===== src/rtl/mux_4_1_rr_pkg.sv =====
// Shared types and helpers for the 4-to-1 round-robin collector.
// The lock state type is used only when MUX41_PKT_LOCK_EN is defined.
package mux41_pkg;

   localparam int NUM_LANES = 4;

   typedef logic [1:0] sel_t;

   typedef enum logic {
      LOCK_IDLE,
      LOCK_HELD
   } lock_state_e;

   function automatic sel_t onehot2idx(logic [3:0] oh);
      sel_t idx;
      idx = '0;
      for (int unsigned i = 0; i < NUM_LANES; i++) begin
         if (oh[i]) idx = sel_t'(i);
      end
      return idx;
   endfunction

endpackage


===== src/rtl/mux_4_1_rr_if.sv =====
// Lane-side and sink-side handshake bundle of the 4-to-1 collector.
// The slave modport is the collector; the master modport is producers plus sink.
interface mux_4_1_rr_if #(
   parameter int unsigned DW = 8
);

   logic [3:0]        in_valid;
   logic [4*DW-1:0]   in_data;
   logic [3:0]        in_last;
   logic [3:0]        in_ready;
   logic              out_valid;
   logic [DW-1:0]     out_data;
   mux41_pkg::sel_t   out_sel;
   logic              out_last;
   logic              out_ready;

   modport master (
      output in_valid, in_data, in_last, out_ready,
      input  in_ready, out_valid, out_data, out_sel, out_last
   );

   modport slave (
      input  in_valid, in_data, in_last, out_ready,
      output in_ready, out_valid, out_data, out_sel, out_last
   );

endinterface


===== src/rtl/mux_4_1_rr_arbiter.sv =====
// Combinational 4-way round-robin arbiter: searches ptr+1 .. ptr+4 (mod 4)
// and grants the first requesting lane.
module rr_arbiter_4
   import mux41_pkg::*;
(
   input  logic [3:0] req,
   input  sel_t       ptr,
   output logic [3:0] grant,
   output sel_t       grant_idx
);

   sel_t cand;

   always_comb begin
      grant = '0;
      cand  = '0;
      for (int unsigned off = 1; off <= NUM_LANES; off++) begin
         cand = ptr + sel_t'(off);
         if ((grant == '0) && req[cand]) grant[cand] = 1'b1;
      end
   end

   assign grant_idx = onehot2idx(grant);

endmodule


===== src/rtl/mux_4_1_rr.sv =====
// 4-to-1 round-robin collector with a registered, lane-tagged output beat.
// Define MUX41_PKT_LOCK_EN to hold the grant on one lane until its in_last beat.
module mux_4_1_rr
   import mux41_pkg::*;
#(
   parameter int unsigned DW = 8
) (
   input  logic              clk,
   input  logic              rst_n,
   mux_4_1_rr_if.slave       bus
);

   logic          out_valid_q, out_valid_d;
   logic [DW-1:0] out_data_q,  out_data_d;
   sel_t          out_sel_q,   out_sel_d;
   logic          out_last_q,  out_last_d;
   sel_t          rr_ptr_q,    rr_ptr_d;

   logic          load;
   logic [3:0]    req;
   logic [3:0]    grant;
   sel_t          grant_idx;
   logic          xfer;
   logic [DW-1:0] win_data;
   logic          win_last;

`ifdef MUX41_PKT_LOCK_EN
   lock_state_e   lock_q,      lock_d;
   sel_t          lock_lane_q, lock_lane_d;

   // While locked only the owning lane may request, even if it is idle.
   always_comb begin
      req = bus.in_valid;
      if (lock_q == LOCK_HELD) req = bus.in_valid & (4'b0001 << lock_lane_q);
   end
`else
   assign req = bus.in_valid;
`endif

   rr_arbiter_4 u_arb (
      .req       (req),
      .ptr       (rr_ptr_q),
      .grant     (grant),
      .grant_idx (grant_idx)
   );

   assign load         = !out_valid_q || bus.out_ready;
   assign bus.in_ready = (rst_n && load) ? grant : '0;
   assign xfer         = |bus.in_ready;
   assign win_data     = bus.in_data[grant_idx*DW +: DW];
   assign win_last     = bus.in_last[grant_idx];

   always_comb begin
      out_valid_d = out_valid_q;
      out_data_d  = out_data_q;
      out_sel_d   = out_sel_q;
      out_last_d  = out_last_q;
      rr_ptr_d    = rr_ptr_q;
`ifdef MUX41_PKT_LOCK_EN
      lock_d      = lock_q;
      lock_lane_d = lock_lane_q;
`endif
      if (xfer) begin
         out_valid_d = 1'b1;
         out_data_d  = win_data;
         out_sel_d   = grant_idx;
         out_last_d  = win_last;
`ifdef MUX41_PKT_LOCK_EN
         // Pointer moves only when the packet ends, so packets never interleave.
         lock_lane_d = grant_idx;
         if (win_last) begin
            lock_d   = LOCK_IDLE;
            rr_ptr_d = grant_idx;
         end else begin
            lock_d   = LOCK_HELD;
         end
`else
         rr_ptr_d    = grant_idx;
`endif
      end else if (load) begin
         out_valid_d = 1'b0;
      end
   end

   always_ff @(posedge clk) begin
      if (!rst_n) begin
         out_valid_q <= 1'b0;
         out_data_q  <= '0;
         out_sel_q   <= '0;
         out_last_q  <= 1'b0;
         rr_ptr_q    <= 2'd3;
`ifdef MUX41_PKT_LOCK_EN
         lock_q      <= LOCK_IDLE;
         lock_lane_q <= '0;
`endif
      end else begin
         out_valid_q <= out_valid_d;
         out_data_q  <= out_data_d;
         out_sel_q   <= out_sel_d;
         out_last_q  <= out_last_d;
         rr_ptr_q    <= rr_ptr_d;
`ifdef MUX41_PKT_LOCK_EN
         lock_q      <= lock_d;
         lock_lane_q <= lock_lane_d;
`endif
      end
   end

   assign bus.out_valid = out_valid_q;
   assign bus.out_data  = out_data_q;
   assign bus.out_sel   = out_sel_q;
   assign bus.out_last  = out_last_q;

endmodule


===== src/flat_wrapper.sv =====
// flat-port wrapper written by rule: the top's interface ports become plain ports
module mux_4_1_rr_flat import mux41_pkg::*;
#(
   parameter int unsigned DW = 8
)
  (clk, rst_n, bus_in_valid, bus_in_data, bus_in_last, bus_out_ready, bus_in_ready, bus_out_valid, bus_out_data, bus_out_sel, bus_out_last);
  mux_4_1_rr_if #(.DW(DW)) bus_i ();
  input  logic clk;
  input  logic rst_n;
  input wire logic [$bits(bus_i.in_valid)-1:0] bus_in_valid;
  input wire logic [$bits(bus_i.in_data)-1:0] bus_in_data;
  input wire logic [$bits(bus_i.in_last)-1:0] bus_in_last;
  input wire logic [$bits(bus_i.out_ready)-1:0] bus_out_ready;
  output wire logic [$bits(bus_i.in_ready)-1:0] bus_in_ready;
  output wire logic [$bits(bus_i.out_valid)-1:0] bus_out_valid;
  output wire logic [$bits(bus_i.out_data)-1:0] bus_out_data;
  output wire logic [$bits(bus_i.out_sel)-1:0] bus_out_sel;
  output wire logic [$bits(bus_i.out_last)-1:0] bus_out_last;
  assign bus_i.in_valid = bus_in_valid;
  assign bus_i.in_data = bus_in_data;
  assign bus_i.in_last = bus_in_last;
  assign bus_i.out_ready = bus_out_ready;
  assign bus_in_ready = bus_i.in_ready;
  assign bus_out_valid = bus_i.out_valid;
  assign bus_out_data = bus_i.out_data;
  assign bus_out_sel = bus_i.out_sel;
  assign bus_out_last = bus_i.out_last;
  mux_4_1_rr #(.DW(DW)) u_core (.clk(clk), .rst_n(rst_n), .bus(bus_i));
endmodule

===== config.mk =====
export PLATFORM = sky130hd
export DESIGN_NAME = mux_4_1_rr_flat
export DESIGN_NICKNAME = d
export VERILOG_FILES = /design/src/rtl/mux_4_1_rr_pkg.sv /design/src/rtl/mux_4_1_rr_if.sv /design/src/rtl/mux_4_1_rr_arbiter.sv /design/src/rtl/mux_4_1_rr.sv /design/src/flat_wrapper.sv
export SDC_FILE = /design/constraint.sdc
export NUM_CORES = 1
export LEC_CHECK = 0
export ABC_AREA = 1
export CORE_ASPECT_RATIO = 0.6
export CORE_UTILIZATION = 45
export DETAILED_ROUTE_END_ITERATION = 7
export PLACE_DENSITY = 0.86
export SLEW_MARGIN = 25
export SYNTH_ARGS = -nofsm -noshare
export SYNTH_HDL_FRONTEND = slang
export SYNTH_SLANG_ARGS = --single-unit

===== constraint.sdc =====
create_clock -name clk -period 4.43 [get_ports clk]
set_input_delay 0.886 -clock clk [delete_from_list [all_inputs] [get_ports clk]]
set_output_delay 0.886 -clock clk [all_outputs]
set_load 0.05 [all_outputs]

# Word-level counts from Yosys, hierarchy flattened
# Cells that the tools add are included.
# op_classes
bitwise	3
reduce_logical	15
muxes	28
shifts	1
n_addsub	3
n_lt_le_gt_ge	9
# ops
op	n
variable part select 32 x 6 -> 8 bit	1
2-to-1 mux 4 bit	5
< comparator 2 x 3 -> 1 bit, second input constant	5
zero test 4 bit	3
2-to-1 mux 1 bit	12
bitwise OR 4 bit	3
binary-select mux 1 bit (select 2 bit)	5
demux 1 bit (select 2 bit)	4
>= comparator 2 x 1 -> 1 bit, second input constant	4
logical AND 1 bit	8
adder 2 bit, second input constant	2
2-to-1 mux 2 bit	2
OR reduction 4 bit	1
adder 2 x 1 -> 2 bit, second input constant	1
nonzero test 2 bit	1
zero test 1 bit	1
logical OR 1 bit	1
# word_totals
word_cells	64
ff_bits	14
input_bits	43
output_inout_bits	16

# Logic depth before layout (Yosys ltp)
# logic_depth
word_depth	20
ltp_mapped	23

# By module
# From an unflattened synthesis, not the netlist that was laid out.
# hier_totals
hier_cells	240
hier_area_um2	1463.9
# modules_own_cells
mod	cells_each	area_each_um2	seq_area_each_um2	n_inst
mux_4_1_rr	153	948.4	280.3	1
rr_arbiter_4	87	515.5	0.0	1

# Worst setup path after synthesis
# Ideal clock, no wire load.
# synth_path
path_kind	input-to-output
start	in bus_in_valid[0]
end	out bus_in_ready[3]
cell_stages	18
path_buffers	1
required_time_ns	3.544
setup_slack_ns	0.651
arrival_time_ns	2.893
path_cell_list	inv_1 > nand2_1 > nand2_1 > nand2_1 > nand3_2 > nand2_1 > inv_2 > nand3_1 > nand2_1 > nor2_2 > nand3_1 > nand2_2 > nor2_4 > nand3_2 > nand2_2 > inv_4 > buf_6 > nor2_1
# synth_between
elab_chain_cells	13
# synth_lines
item	line	source
start: declaration	flat_wrapper.sv:10	input wire logic [$bits(bus_i.in_valid)-1:0] bus_in_valid;
binary-select mux 1 bit (select 2 bit)	mux_4_1_rr_arbiter.sv:19	if ((grant == '0) && req[cand]) grant[cand] = 1'b1;
2-to-1 mux 1 bit (not written as such)	mux_4_1_rr_arbiter.sv:19	
2-to-1 mux 4 bit	mux_4_1_rr_arbiter.sv:19	
zero test 4 bit	mux_4_1_rr_arbiter.sv:19	
logical AND 1 bit	mux_4_1_rr_arbiter.sv:19	
2-to-1 mux 4 bit	mux_4_1_rr_arbiter.sv:19	
zero test 4 bit	mux_4_1_rr_arbiter.sv:19	
logical AND 1 bit	mux_4_1_rr_arbiter.sv:19	
2-to-1 mux 4 bit	mux_4_1_rr_arbiter.sv:19	
zero test 4 bit	mux_4_1_rr_arbiter.sv:19	
logical AND 1 bit	mux_4_1_rr_arbiter.sv:19	
2-to-1 mux 4 bit *	mux_4_1_rr_arbiter.sv:19	
2-to-1 mux 4 bit *	mux_4_1_rr.sv:48	assign bus.in_ready = (rst_n && load) ? grant : '0;
end: declaration	flat_wrapper.sv:14	output wire logic [$bits(bus_i.in_ready)-1:0] bus_in_ready;
# Mark *: on every way between the ends. The rest lies on a longest branch, timed or not. The select of a mux whose other input is x is not followed.

# Worst setup path in the final report
# Ends and elaborated chain as after synthesis.

==> impl_metrics.tcl <==
set metrics [dict create \
    cp_data_arrival_time_ns 3.11 \
    antennaDiodeCount 0 \
    reg2reg_slack_ns 1.06 \
    slew_violations 0 \
    postCtsSetupRepairBufs 0 \
    residual_drc_count 0 \
    hold_viol_final 0 \
    cp_common_cell "sky130_fd_sc_hd__nand2_1" \
    crit_required_ns 3.54 \
    hold_end "u_core.bus.out_sel[1]$_SDFFE_PN0P_" \
    most_frequent_standard_cell_in_the_layout_excluding_fill_and_tap_cells "sky130_fd_sc_hd__nand2_1" \
    port-buffer-count 58 \
    setup_viol_count_final 0 \
    pin_count 59 \
    hold_path_depth 2 \
    timing.critical_path.from_type "input pin" \
    setup.worst_path.class "in -> out" \
    maximum_number_of_pins_on_one_net_before_global_route_repair 19 \
    hold_buf_count_cts 0 \
    share_of_final_layout_standard_cells_stronger_than_drive_strength_1 0.1561 \
    critical_path.reg2reg.endpoint "u_core.bus.out_data[7]$_SDFFE_PN0P_" \
    numClockSinks 14 \
    critical_path.max_fanout 18 \
    final_worst_path_period_need_ns 4.000 \
    synth_instances 257 \
    cts_htree_levels 1 \
    cts_tree "done" \
    synthToLayoutAreaGrowth_pct 40.81 \
    cts_buffer_depth 2 \
    mostFrequentLayoutCells "81 x sky130_fd_sc_hd__nand2_1, 54 x sky130_fd_sc_hd__clkdlybuf4s50_1, 41 x sky130_fd_sc_hd__nor2_1, 32 x sky130_fd_sc_hd__inv_1, 20 x sky130_fd_sc_hd__nand3_1" \
    tightest_slew_ns 0.5012 \
    fin_tns_setup_ns 0 \
    ys_warn_count 0 \
    globalRouteTotalUtil 0.2217 \
    via_count_of_the_first_global_routing_pass 1396 \
    min-delay-start "u_core.bus.out_sel[1]$_SDFFE_PN0P_" \
    grt.busiest_layer "met1" \
    die_y_um 47.80 \
    average_size_of_a_mapped_cell_um2 6.120 \
    synth_sequential_area_ratio 0.1782 \
    detail_route.iter0.violations 130 \
    placeableCoreArea_um2 3303 \
    worst_clock_skew_ns 0.004235 \
    timing.critical_path.to_type "output port" \
    grt_remaining_overflow 0 \
    timing.fmax_mhz 250.0 \
    final_antenna_net_count 0 \
    reg2reg_from "u_core.rr_ptr_q[0]$_SDFFE_PN1P_" \
    die_width_um 78.32 \
    vias_after_detailed_routing 1711 \
    grt.met3_usage 0.02286 \
    vias_cell 4.766 \
    mappedNetlistArea_um2 1573 \
    status "complete, no violations" \
    drtPass1Iterations 4 \
    timing.critical_path.slowest_stage_cell "sky130_fd_sc_hd__clkdlybuf4s50_1" \
    rsz0062_at_grt "no" \
    path_depth_of_the_worst_reg2reg_path 20 \
    design.die.area_um2 3743 \
    critical_path.cell_chain "clkdlybuf4s50_1 -> inv_1 -> nand2_1 -> nand2_1 -> nand2_1 -> nand3_2 -> nand2_1 -> inv_2 -> nand3_1 -> nand2_1 -> nor2_2 -> nand3_1 -> nand2_2 -> nor2_4 -> nand3_2 -> nand2_2 -> inv_4 -> nor2_1 -> buf_12" \
    crit_path_max_incr_delay_ns 0.41 \
    post_cts_resize_count 0 \
    timing.hold.worst.class "reg -> reg" \
    initial_core_util 0.4761 \
    drv_cap 0 \
    ctsRootBufferMaster "sky130_fd_sc_hd__clkbuf_8" \
    placementRows 16 \
    grt_antenna_before_repair 0 \
    clock_slew_at_reported_path_ffs_ns 0.05 \
    synth.lib_cells_used.distinct 22 \
    gp_congestion 0.9127 \
    timing.slew.headroom 0.6648 \
    post-dp-hpwl_um 3418 \
    tritoncts.num_buffers 3 \
    postRouteWirelength_um 4103 \
    route.detailed.wl_per_inst_um 11.43 \
    gr-usage-met1 0.3416 \
    synth.net_count 308 \
    number_of_synthesized_register_bits 14 \
    grt_first_pass_wirelength_um 6265 \
    finalNetCount 367 \
    grt.met2_usage 0.3263 \
    worstSkewPairLatency_ns 0.24 \
    fin_crit_sh 0.9030 \
]
[registers in the layout, summed over array words and instances (netlist names)]
name,count
u_core.bus.out_sel,2
u_core.bus.out_valid,1
u_core.rr_ptr_q,2
u_core.bus.out_data,8
u_core.bus.out_last,1
[cell families after synthesis]
kind of cell / count (synthesis) / synth area share
AOI/OAI and AO/OA: 9 / 0.03978
adders and majority gates: 8 / 0.06365
buffers and inverters: 44 / 0.1321
DFF: 14 / 0.1782
and+or+nand+nor: 182 / 0.5863
[area by class of cell]
type / instances / area [um2]
clock buffer: 3 / 41.29
timing repair buffer: 59 / 603.1
multi-input combinational: 199 / 1085
tap: 45 / 56.30
fill: 288 / 1089
sequential: 14 / 280.3
inverter: 39 / 148.9
[worst max-delay path, delay by kind of cell]
kind / cells / cell delay [ns]
simple gates: 14 / 1.41
buf+inv: 5 / 0.83
[worst max-delay path by stage]
| stage | startpoint | end | cells past startpoint |
|---|---|---|---|
| finish | bus_in_valid[0] | bus_in_ready[3] | 19 |
| global route | u_core.rr_ptr_q[0]$_SDFFE_PN1P_ | bus_in_ready[3] | 17 |
| CTS | bus_in_valid[0] | bus_in_ready[3] | 19 |
| detailed placement | bus_in_valid[3] | bus_in_ready[3] | 18 |
| global placement | bus_in_valid[2] | bus_in_ready[3] | 17 |
| floorplan | bus_in_valid[0] | bus_in_ready[3] | 18 |
[routing by layer]
layer	part of all wire	up-vias
li1	-	904
met1	0.52	750
met2	0.42	53
met3	0.058	4
met4	0.0073	0
met5	0	-
[cell usage after synthesis]
cell type | number | area [um2]
sky130_fd_sc_hd__buf_2 | 1 | 5.000
sky130_fd_sc_hd__nand2_4 | 2 | 22.52
sky130_fd_sc_hd__inv_1 | 32 | 120.1
sky130_fd_sc_hd__o31ai_4 | 1 | 21.27
sky130_fd_sc_hd__inv_2 | 6 | 22.52
sky130_fd_sc_hd__nor2_4 | 3 | 33.78
sky130_fd_sc_hd__nand3_2 | 14 | 140.1
sky130_fd_sc_hd__nand3_1 | 20 | 100.1
sky130_fd_sc_hd__nand2_8 | 2 | 40.04
sky130_fd_sc_hd__buf_6 | 3 | 33.78
sky130_fd_sc_hd__nand2_2 | 10 | 62.56
sky130_fd_sc_hd__ha_1 | 8 | 100.1
sky130_fd_sc_hd__a31oi_1 | 1 | 6.260
sky130_fd_sc_hd__buf_12 | 1 | 20.02
sky130_fd_sc_hd__nor2_2 | 2 | 12.51
sky130_fd_sc_hd__nand2_1 | 81 | 304.0
sky130_fd_sc_hd__a21oi_1 | 5 | 25.02
sky130_fd_sc_hd__inv_4 | 1 | 6.260
sky130_fd_sc_hd__o21ai_0 | 2 | 10.01
sky130_fd_sc_hd__nand3b_1 | 7 | 52.55
sky130_fd_sc_hd__dfxtp_1 | 14 | 280.3
sky130_fd_sc_hd__nor2_1 | 41 | 153.9
[through the flow]
stage,setup slack [ns],cells,utilization,hold WS (ns),area [um2]
6_report,0.4296,359,0.6705,0.4582,2215
5_1_grt,0.1488,359,0.6705,0.4822,2215
4_1_cts,0.4492,359,0.6705,0.4627,2215
3_5_place_dp,0.4551,356,0.6580,0.4556,2173
3_3_place_gp,0.5288,356,0.6580,0.4504,2173
2_1_floorplan,0.6511,257,-,0.5199,1573
Power is left out: the tool's default activity adds up to more than one toggle a clock period on the data nets, which glitch-free logic cannot reach.
